**config.mk**
```make
export PLATFORM = sky130hd
export DESIGN_NAME = input_module
export DESIGN_NICKNAME = d
export VERILOG_FILES = /design/src/rtl/input_module.sv
export SDC_FILE = /design/constraint.sdc
export NUM_CORES = 1
export LEC_CHECK = 0
export BUFFER_PORTS_ARGS = -buffer_cell sky130_fd_sc_hd__buf_2
export CAP_MARGIN = 15
export CORE_ASPECT_RATIO = 2
export CORE_MARGIN = 1.5
export CORE_UTILIZATION = 35
export DETAILED_ROUTE_END_ITERATION = 10
export PLACE_DENSITY = 0.54
export SYNTH_ARGS = -nofsm -noshare
export SYNTH_HDL_FRONTEND = slang
export SYNTH_HIERARCHICAL = 1
export SYNTH_SLANG_ARGS = --single-unit
```
**constraint.sdc**
```tcl
create_clock -name clk -period 2.5 [get_ports clk]
set_clock_uncertainty 0.05 [all_clocks]
set_input_delay 0.125 -clock clk [delete_from_list [all_inputs] [get_ports clk]]
set_output_delay 0.125 -clock clk [all_outputs]
set_load 0.005 [all_outputs]
```
**src/rtl/input_module.sv**
```systemverilog
// Elevator button front end: sync, tick-sampled debounce, and persistent request latches.
// Optional INPUT_CANCEL_EN: a repeated car-button press cancels that car request.
module input_module_lane (
  input  logic clk,
  input  logic rst,
  input  logic tick,
  input  logic raw,
  output logic press
);
  logic       s1, s2, db, db_d;
  logic [1:0] hist;

  always_ff @(posedge clk or posedge rst) begin
    if (rst) begin
      s1   <= 1'b0;
      s2   <= 1'b0;
      hist <= 2'b00;
      db   <= 1'b0;
      db_d <= 1'b0;
    end else begin
      s1   <= raw;
      s2   <= s1;
      if (tick) hist <= {hist[0], s2};
      if (hist == 2'b11)      db <= 1'b1;
      else if (hist == 2'b00) db <= 1'b0;
      db_d <= db;
    end
  end

  assign press = db & ~db_d;
endmodule

module input_module #(
  parameter int DEBOUNCE_CYCLES = 20000
) (
  input  logic       clk,
  input  logic       rst,
  input  logic [5:0] key_in,
  input  logic [9:0] key_out,
  input  logic [2:0] now,
  input  logic       serve,
  output logic [5:0] input_in,
  output logic [9:0] input_out,
  output logic       req_any
);
  localparam int NUM_LANES = 16;
  localparam int CW = (DEBOUNCE_CYCLES > 1) ? $clog2(DEBOUNCE_CYCLES) : 1;

  typedef struct packed {
    logic [5:0] car;
    logic [9:0] hall;
  } req_t;

  logic [CW-1:0]        cnt;
  logic                 tick;
  logic [NUM_LANES-1:0] raw, press;
  req_t                 prs, clr, nxt;

  assign tick = (cnt == CW'(DEBOUNCE_CYCLES - 1));

  always_ff @(posedge clk or posedge rst) begin
    if (rst) cnt <= '0;
    else     cnt <= tick ? '0 : cnt + CW'(1);
  end

  assign raw = {key_out, key_in};

  generate
    for (genvar i = 0; i < NUM_LANES; i++) begin : g_lane
      input_module_lane u_lane (
        .clk   (clk),
        .rst   (rst),
        .tick  (tick),
        .raw   (raw[i]),
        .press (press[i])
      );
    end
  endgenerate

  assign prs.car  = press[5:0];
  assign prs.hall = press[15:6];

  // Floor f clears its car bit, its UP bit (f<=5) and its DOWN bit (f>=2); now=0/7 clears nothing.
  always_comb begin
    clr = '0;
    if (serve) begin
      for (int k = 1; k <= 6; k++) begin
        if (now == 3'(k)) begin
          clr.car[k-1] = 1'b1;
          if (k <= 5) clr.hall[k-1] = 1'b1;
          if (k >= 2) clr.hall[k+3] = 1'b1;
        end
      end
    end
  end

  always_comb begin
`ifdef INPUT_CANCEL_EN
    nxt.car  = (input_in ^ prs.car) & ~clr.car;
`else
    nxt.car  = (input_in | prs.car) & ~clr.car;
`endif
    nxt.hall = (input_out | prs.hall) & ~clr.hall;
  end

  always_ff @(posedge clk or posedge rst) begin
    if (rst) begin
      input_in  <= '0;
      input_out <= '0;
      req_any   <= 1'b0;
    end else begin
      input_in  <= nxt.car;
      input_out <= nxt.hall;
      req_any   <= |nxt;
    end
  end
endmodule

```
# Yosys cells after proc, flatten, opt, wreduce, memory -nomap -nowiden
# Cells that the tools add are included.
# word_totals
output_inout_bits,17
rom_bits,0
mem_count,0
in_bits,22
regBits,128
latchBits,0
word_cells,219
ramBits,0
# classes
magnitude_cmp,0
n_eq_ne,23
muxes,40
mul,0
shifts,0
n_reduce_logical,33
bitwise_logic,38
div,0
add_sub_neg,1
# op_table
op,count
$mux W1,38
$eq A2 B2 Y1 const B,16
$logic_not A2 Y1,16
$reduce_bool A2 Y1,16
$and A1 B1 Y1,16
$mux W16,1
$not A1 Y1,16
$reduce_or A16 Y1,1
$add A15 B1 Y15 const B,1
$eq A15 B15 Y1 const B,1
$mux W15,1
$and A10 B10 Y10,1
$not A10 Y10,1
$or A10 B10 Y10,1
$eq A3 B3 Y1 const B,3
$and A6 B6 Y6,1
$eq A3 B2 Y1 const B,2
$not A6 Y6,1
$or A6 B6 Y6,1
$eq A3 B1 Y1 const B,1

# Depth between registers and ports, before layout
# Gate-level depths: netlist of the first run.
# depth
depth_word,6
mapped_depth,5
ltp_nobuf,5

# Modules after synthesis
# Netlist of the first run, hierarchy kept.
# modules_own_cells
module,area_each_um2,instances,cells_per_inst
input_module_lane,206.4,16,12
input_module,1342.5,1,117

# Worst setup path before layout of the first run
# Ideal clock, no wire load.
# synth_path
kind,register to register
from,register cnt[7]
to,register g_lane[0].u_lane.hist[0]
path_slack_ns,-0.239
arrival_time_ns,2.565
path_stages_with_launch,4
path_buffers,0
required_time_ns,2.325
path_cell_list,dfrtp_1 > or3_4 > nor4_4 > mux2_2
# synth_between
elab_chain_cells,1
# synth_lines
item,line,rtl
from (decl),54,logic [CW-1:0] cnt;
from (signal assigned),63,else cnt <= tick ? '0 : cnt + CW'(1);
$eq A15 B15 Y1,59,assign tick = (cnt == CW'(DEBOUNCE_CYCLES - 1));
named net tick,55,logic tick;
to (signal assigned),23,"if (tick) hist <= {hist[0], s2};"
to (decl),11,logic [1:0] hist;
# The timed path passes the listed nets, and every way through them passes these cells.
# A chain may end at the register's enable or synchronous reset.

# Worst setup path in the final report of the first run
# layout_path
from,register cnt[0]
to,register g_lane[4].u_lane.hist[0]
# layout_between
elab_chain_cells,1
# layout_lines
item,line
$eq A15 B15 Y1,59
named net tick,55
to (signal assigned),23
to (decl),11
# The timed path passes the listed nets, and every way through them passes these cells.

==> summary.txt, run 1 <==
Worst hold path
  • Worst hold path class: input pin to flip-flop

STA
  • Setup TNS: 0 ns
  • Final hold slack: 0.03863 ns
  • Final hold vios: 0
  • Worst slew margin: 70.30%
  • Fin crit share: 76.31%
  • Worst Max-Slew Pin Slew: 0.4415 ns
  • Tmin final: 1.908 ns
  • Fmax: 524.1 MHz
  • Setup violators final: 0
  • Slew Viols, Final: 0
  • RSZ-0062 raised after global routing: no

Placed design
  • Post-detail-place hpwl: 5649 um
  • Routability cong.: 0.7736
  • IO Port Bufs: 38

Clock network
  • CTS tree: built
  • CTS Sinks: 128
  • # H-tree levels: 4
  • Clk buf depth: 2
  • Clock latency on the worst-skew pair: 0.41 ns
  • CTS clock-pin slew for the worst setup and hold paths: 0.05 ns
  • Setup bufs post-CTS: 0
  • Number of buffers created by CTS: 17
  • Clock Tree Root: clkbuf_16

Synthesis
  • Mean Syn Cell Area: 15.03 um2
  • Unique masters post-synth: 27
  • Mapped Area: 0.004646 mm2
  • Yosys reg bits: 128
  • Post-synth EDFFs: 0
  • Mapped Cells: 309
  • Syn Nets: 348
  • Top_reg_cell synth: dfrtp_1
  • Register area share after synthesis: 68.95%
  • Async S/R FF share, synth: 100.0%
  • Yosys warnings: 6

Worst setup path
  • Arr. time, crit path: 2.15 ns
  • Setup crit start kind: flip-flop
  • CP Capture Type: flip-flop
  • Crit Path Max Fanout: 40
  • CP required: 2.74 ns
  • Critical setup path kind: flip-flop to flip-flop

Floorplanning
  • Num ports: 39
  • Initial Util: 35.76%
  • Placeable Area: 0.01299 mm2
  • Die X: 84.47 um
  • # rows: 59
  • Die ar.: 0.01402 mm2
  • Die height: 165.9 um

Pwr
  • Static leakage: 3.006 nW
  • Cell area power density: 800.8 mW/mm2
  • Worst IR Drop VDD: 0.4908 mV
  • Total power draw: 4.656 mW

GRT
  • First-pass GRT wire length: 13740 um
  • Vias in the first global route: 2752
  • Total GRT Usage: 13.02%
  • Gr ovfl total: 0
  • Largest net degree at the start of global routing: 41
  • Initial antenna violation count: 0

Drt
  • Remaining antenna violation count: 0
  • Vias: 2588
  • DR vias/cell: 4.714
  • DRT iter0 DRCs: 93
  • Drt total wl: 8093 um
  • Drt pass-1 iters: 4
  • Residual DRC: 0
  • Routed wire length per instance: 14.74 um

Layout
  • Layout cell share with drive strength beyond 1: 31.23%
  • Final Util: 44.75%
  • Final Net Count: 423
  • Fillers: 1213
  • Area of the multi-input gates: 0.001370 mm2
  • Flip-flop and latch area: 0.003203 mm2
  • Area Overhead vs Synth: 25.15%
  • Ant diodes: 0

Outcome
  • Status: finished, final reports clean

Flow run
  • Max-cap violations: 0
==> sequential cells by signal, indices dropped and copies added (netlist names) <==
| register | count |
|---|---|
| input_in | 6 |
| g_lane.u_lane/db_d | 16 |
| req_any | 1 |
| g_lane.u_lane/s1 | 16 |
| cnt | 15 |
| g_lane.u_lane/hist | 32 |
| g_lane.u_lane/s2 | 16 |
| input_out | 10 |
| g_lane.u_lane/db | 16 |
==> placed cells by master (no fill, tap or decap), drive strengths merged <==
cell type	instances
clkbuf	20
nand4bb	1
dfrtp	128
o21ai	2
nand3	7
nand2	3
xnor2	7
inv	20
mux2	48
nor2	23
buf	40
clkinvlp	4
or3	2
and4	1
dlygate4sd3	17
ha	17
nor4	6
nor3	3
o21a	7
o32a	2
a21oi	1
and4bb	2
and4b	1
nand4	4
nand4b	3
bufinv	2
clkinv	5
nor2b	17
xor2	4
==> per-stage QoR <==
stage / cell area [um2] / instances / setup WS (ns)
2_1_floorplan: 4649 / 309 / -0.1261
3_3_place_gp: 5052 / 500 / 0.6455
3_5_place_dp: 5052 / 500 / 0.6081
4_1_cts: 5814 / 549 / 0.5942
5_1_grt: 5814 / 549 / 0.4872
6_report: 5814 / 549 / 0.5921
==> synth_stat cells (2+ instances only) <==
| master | count | area, um2 |
|---|---|---|
| o32a_1 | 2 | 20.02 |
| nor2_1 | 23 | 86.33 |
| nand4b_1 | 3 | 26.28 |
| nand2_1 | 3 | 11.26 |
| dfrtp_1 | 128 | 3203 |
| o21a_1 | 7 | 52.55 |
| nor4_1 | 5 | 31.28 |
| xnor2_1 | 7 | 61.31 |
| nand3_1 | 7 | 35.03 |
| inv_1 | 19 | 71.32 |
| nor3_1 | 3 | 15.01 |
| xor2_1 | 4 | 35.03 |
| mux2_2 | 48 | 540.5 |
| nand4_1 | 4 | 25.02 |
| ha_1 | 17 | 212.7 |
| and4bb_2 | 2 | 25.02 |
| nor2b_1 | 17 | 106.4 |
==> power by group <==
group	switching [mW]	internal, mW
clock network	0.889	1.52
registers	0.0118	2.11
logic	0.0739	0.0487
total	0.974	3.68
==> worst max-delay path: stages, from the launching register on <==
cell and delay (ns):
dfrtp_1 0.39, ha_2 0.23, nand4bb_1 0.15, nor4_4 0.30
buf_12 0.29, mux2_2 0.37
==> path summary, 6_finish.rpt <==
check | slack, ns | from | cells past startpoint | endpoint
setup reg to reg | 0.59 | cnt[0] | 5 | g_lane[4].u_lane/hist[0]
min in group asynchronous | 0.32 | rst | 3 | input_in[1]
setup / recovery | 0.59 | cnt[0] | 5 | g_lane[4].u_lane/hist[0]
max in group asynchronous | 1.48 | rst | 4 | input_in[2]
hold / removal | 0.04 | now[1] | 2 | input_in[0]
hold reg to reg | 0.30 | g_lane[1].u_lane/s1 | 0 | g_lane[1].u_lane/s2
==> area by class of cell <==
cell class	count	share of cell area (%)
Sequential cell	128	55.09
Multi-Input combinational cell	161	23.56
Clock inverter	12	2.324
Inverter	19	1.227
Tap cell	152	3.271
Clock buffer	20	7.855
Timing Repair Buffer	57	6.671
==> cell families (layout without fill, tap and decap cells) <==
family	Yosys count	in the layout	share of synthesized area (%)
compound gates	12	12	1.885
simple gates	73	73	9.264
buf+inv	20	108	1.616
xor+xnor	11	11	2.074
fa+ha+maj	17	17	4.578
flops	128	128	68.95
mux	48	48	11.63
==> per-layer routing <==
| layer | global-route usage (%) | part of all wire [%] | vias up |
|---|---|---|---|
| li1 | - | - | 1205 |
| met4 | 6.942 | 2.5 | 0 |
| met3 | 4.423 | 4.1 | 11 |
| met5 | 0 | 0 | - |
| met2 | 21.08 | 52 | 54 |
| met1 | 15.14 | 41 | 1318 |
==> what timing repair did <==
item                      CTS  global route
gates resized for setup     0             0
hold endpoints to repair  116             0
hold buffers               17             0
Note: power is estimated with default switching activity, not from simulation.
==> run 2: changes to the inputs <==
Clock period 2.5 ns to 1.7 ns, I/O delays scaled along.
==> run 2 against run 1 <==
Net effect:
- the run now ends with setup timing left
- combinational power grew 54%
- first-iteration DRC count grew 67%
- largest cell class unchanged
- critical endpoint is now g_lane[6].u_lane/hist[1]
- clock power grew 63%
- power grew 56%
- highest routed layer unchanged
==> summary.txt, run 2 (synthesis gave the netlist of run 1 again) <==
Clock network
  • Clock latency on the worst-skew pair: 0.41 ns (about the same)
  • Clock Tree Root: clkbuf_16
  • CTS clock-pin slew for the worst setup and hold paths: 0.06 ns (about the same)
  • # H-tree levels: 4 (unchanged)
  • Clk buf depth: 2 (unchanged)
  • CTS tree: built
  • CTS Sinks: 128 (unchanged)
  • Number of buffers created by CTS: 17 (unchanged)

Pwr
  • Static leakage: 3.161 nW (+5.2%)
  • Worst IR Drop VDD: 0.7950 mV (+62%)
  • Cell area power density: 1190 mW/mm2 (+49%)

Placed design
  • Post-detail-place hpwl: 6296 um (+11%)
  • Routability cong.: 0.7493 (-3.1%)
  • IO Port Bufs: 38 (unchanged)

STA
  • Setup WS post-layout: -0.08871 ns (-0.6808 ns)
  • Tmin final: 1.789 ns (-0.1192 ns)
  • Final hold slack: 0.02657 ns (-0.01206 ns)
  • Fmax: 559.1 MHz (+6.7%)
  • Fin crit share: 105.2% (+29 points)
  • Final hold vios: 0 (unchanged)
  • Worst slew margin: 70.85% (+0.55 points)
  • Slew Viols, Final: 0 (unchanged)
  • Worst Max-Slew Pin Slew: 0.4373 ns (-0.004209 ns)
  • RSZ-0062 raised after global routing: yes
  • Setup violators final: 21 (+21)
  • Setup TNS: -1.582 ns (-1.582 ns)

Outcome
  • Status: finished, violations left
  • Failing checks: setup timing

Worst setup path
  • Slowest stage delay, CP: 0.36 ns (-0.03 ns)
  • CP Capture Type: flip-flop
  • Crit Path Max Fanout: 14 (-65%)
  • CP required: 1.94 ns (-0.80 ns)
  • Arr. time, crit path: 2.03 ns (-0.12 ns)
  • Buf/Inv on CP: 2 (+1)
  • Delay-heaviest family, CP: simple AND/OR/NAND/NOR gates
  • Critical setup path kind: flip-flop to flip-flop
  • Setup crit start kind: flip-flop
  • Cells along the critical path: ha_2, nand4bb_1, nor4_4, buf_4, buf_12, mux2_2
  • Slowest CP cell: dfrtp_1

Layout
  • Ant diodes: 0 (unchanged)
  • Most frequent cells in the layout: dfrtp_1, mux2_2, buf_2, nor2_1, buf_4
  • Area of the multi-input gates: 0.001405 mm2 (+2.6%)
  • Area Overhead vs Synth: 31.21%
  • Top reg by flops: g_lane.u_lane/hist
  • Largest register FFs: 32 (unchanged)
  • Final Net Count: 444 (+5.0%)
  • Flip-flop and latch area: 0.003203 mm2 (unchanged)
  • Layout cell share with drive strength beyond 1: 35.25% (+4.0 points)
  • Most common cell after layout, fill and taps aside: dfrtp_1
  • Fillers: 1179 (-2.8%)
  • Final Util: 46.92% (+2.2 points)

Drt
  • Vias: 2663 (+2.9%)
  • Drt pass-1 iters: 4 (unchanged)
  • Remaining antenna violation count: 0 (unchanged)
  • DR vias/cell: 4.680 (-0.72%)
  • Met1 wire length: 3417 um (+3.0%)
  • Highest routed layer: met4
  • Met3 WL: 285 um (-13%)
  • Routed wire length per instance: 15.56 um (+5.5%)
  • DR WL met2: 5004 um (+18%)
  • Residual DRC: 0 (unchanged)
  • DRT iter0 DRCs: 155 (+67%)
  • Drt total wl: 8852 um (+9.4%)

Floorplanning
  • Initial Util: 35.76% (unchanged)
  • Die X: 84.47 um (unchanged)
  • Placeable Area: 0.01299 mm2 (unchanged)
  • Num ports: 39 (unchanged)
  • # rows: 59 (unchanged)
  • Die height: 165.9 um (unchanged)
  • Die ar.: 0.01402 mm2 (unchanged)

GRT
  • Vias in the first global route: 3047 (+11%)
  • First-pass GRT wire length: 14870 um (+8.2%)
  • Total GRT Usage: 14.09% (+1.1 points)
  • Initial antenna violation count: 0 (unchanged)
  • Largest net degree at the start of global routing: 29 (-29%)
  • Gr ovfl total: 0 (unchanged)

Worst hold path
  • Worst hold path class: input pin to flip-flop

Flow run
  • Max-cap violations: 0 (unchanged)
==> run 2: cell types whose count changed in the layout (fill, tap and decap cells not counted), sizes merged <==
cell and change:
buf +20, bufinv +3, clkinv -2, clkbuf -1
==> run 2: final cells by class <==
cell class	count	area share [%]
Clock inverter	13	3.469
Inverter	19	1.170
Timing Repair Buffer	78	9.442
Tap cell	152	3.120
Sequential cell	128	52.55
Multi-Input combinational cell	161	23.05
Clock buffer	18	7.204
==> run 2: power by group <==
group	leakage [nW]	internal [mW]	total (mW)	switching (mW)
Combinational	1.16	0.0750	0.189	0.115
Sequential	1.70	3.11	3.13	0.0202
Clock	0.305	2.63	3.94	1.31
==> run 2: timing repair <==
item / CTS / global route
cloned: 0 / 1
setup buffers: 0 / 3
hold endpoints to repair: 118 / 0
hold buffers: 17 / 0
endpoints found under the setup margin: 32 / 34
resized for setup: 6 / 3
==> run 2: worst paths after layout <==
check,from,to,slack (ns),cells past startpoint
min reg2reg,g_lane[4].u_lane/s1,g_lane[4].u_lane/s2,0.30,0
min,now[1],input_in[0],0.03,2
min in group asynchronous,rst,g_lane[5].u_lane/hist[1],0.30,3
max,cnt[0],g_lane[6].u_lane/hist[1],-0.09,6
max in group asynchronous,rst,input_out[3],0.82,4
max reg2reg,cnt[0],g_lane[6].u_lane/hist[1],-0.09,6
==> run 2: layer usage <==
metal,global-route usage (%),vias to the layer above
li1,-,1248
met1,15.17,1361
met2,25.11,43
met3,4.523,11
met4,5.750,0
met5,0,-
==> run 2: worst reg2reg max path: cells and delay by family (launching register included) <==
family                   cells  cell delay, ns
adder cells (fa/ha/maj)      1            0.18
multiplexers                 1            0.35
AND/OR/NAND/NOR              2            0.39
flip-flops                   1            0.36
buffers and inverters        2            0.35
==> run 2: per-stage QoR <==
step | std cells | area [um2] | total power [mW] | worst slack [ns]
after CTS | 565 | 6036 | 7.372 | -0.1097
after global routing | 569 | 6096 | 7.532 | -0.1658
after global placement | 517 | 5192 | 3.340 | -0.06212
after floorplan | 309 | 4649 | 3.245 | -0.9261
after detailed placement | 517 | 5192 | 3.347 | -0.09687
final | 569 | 6096 | 7.256 | -0.08871
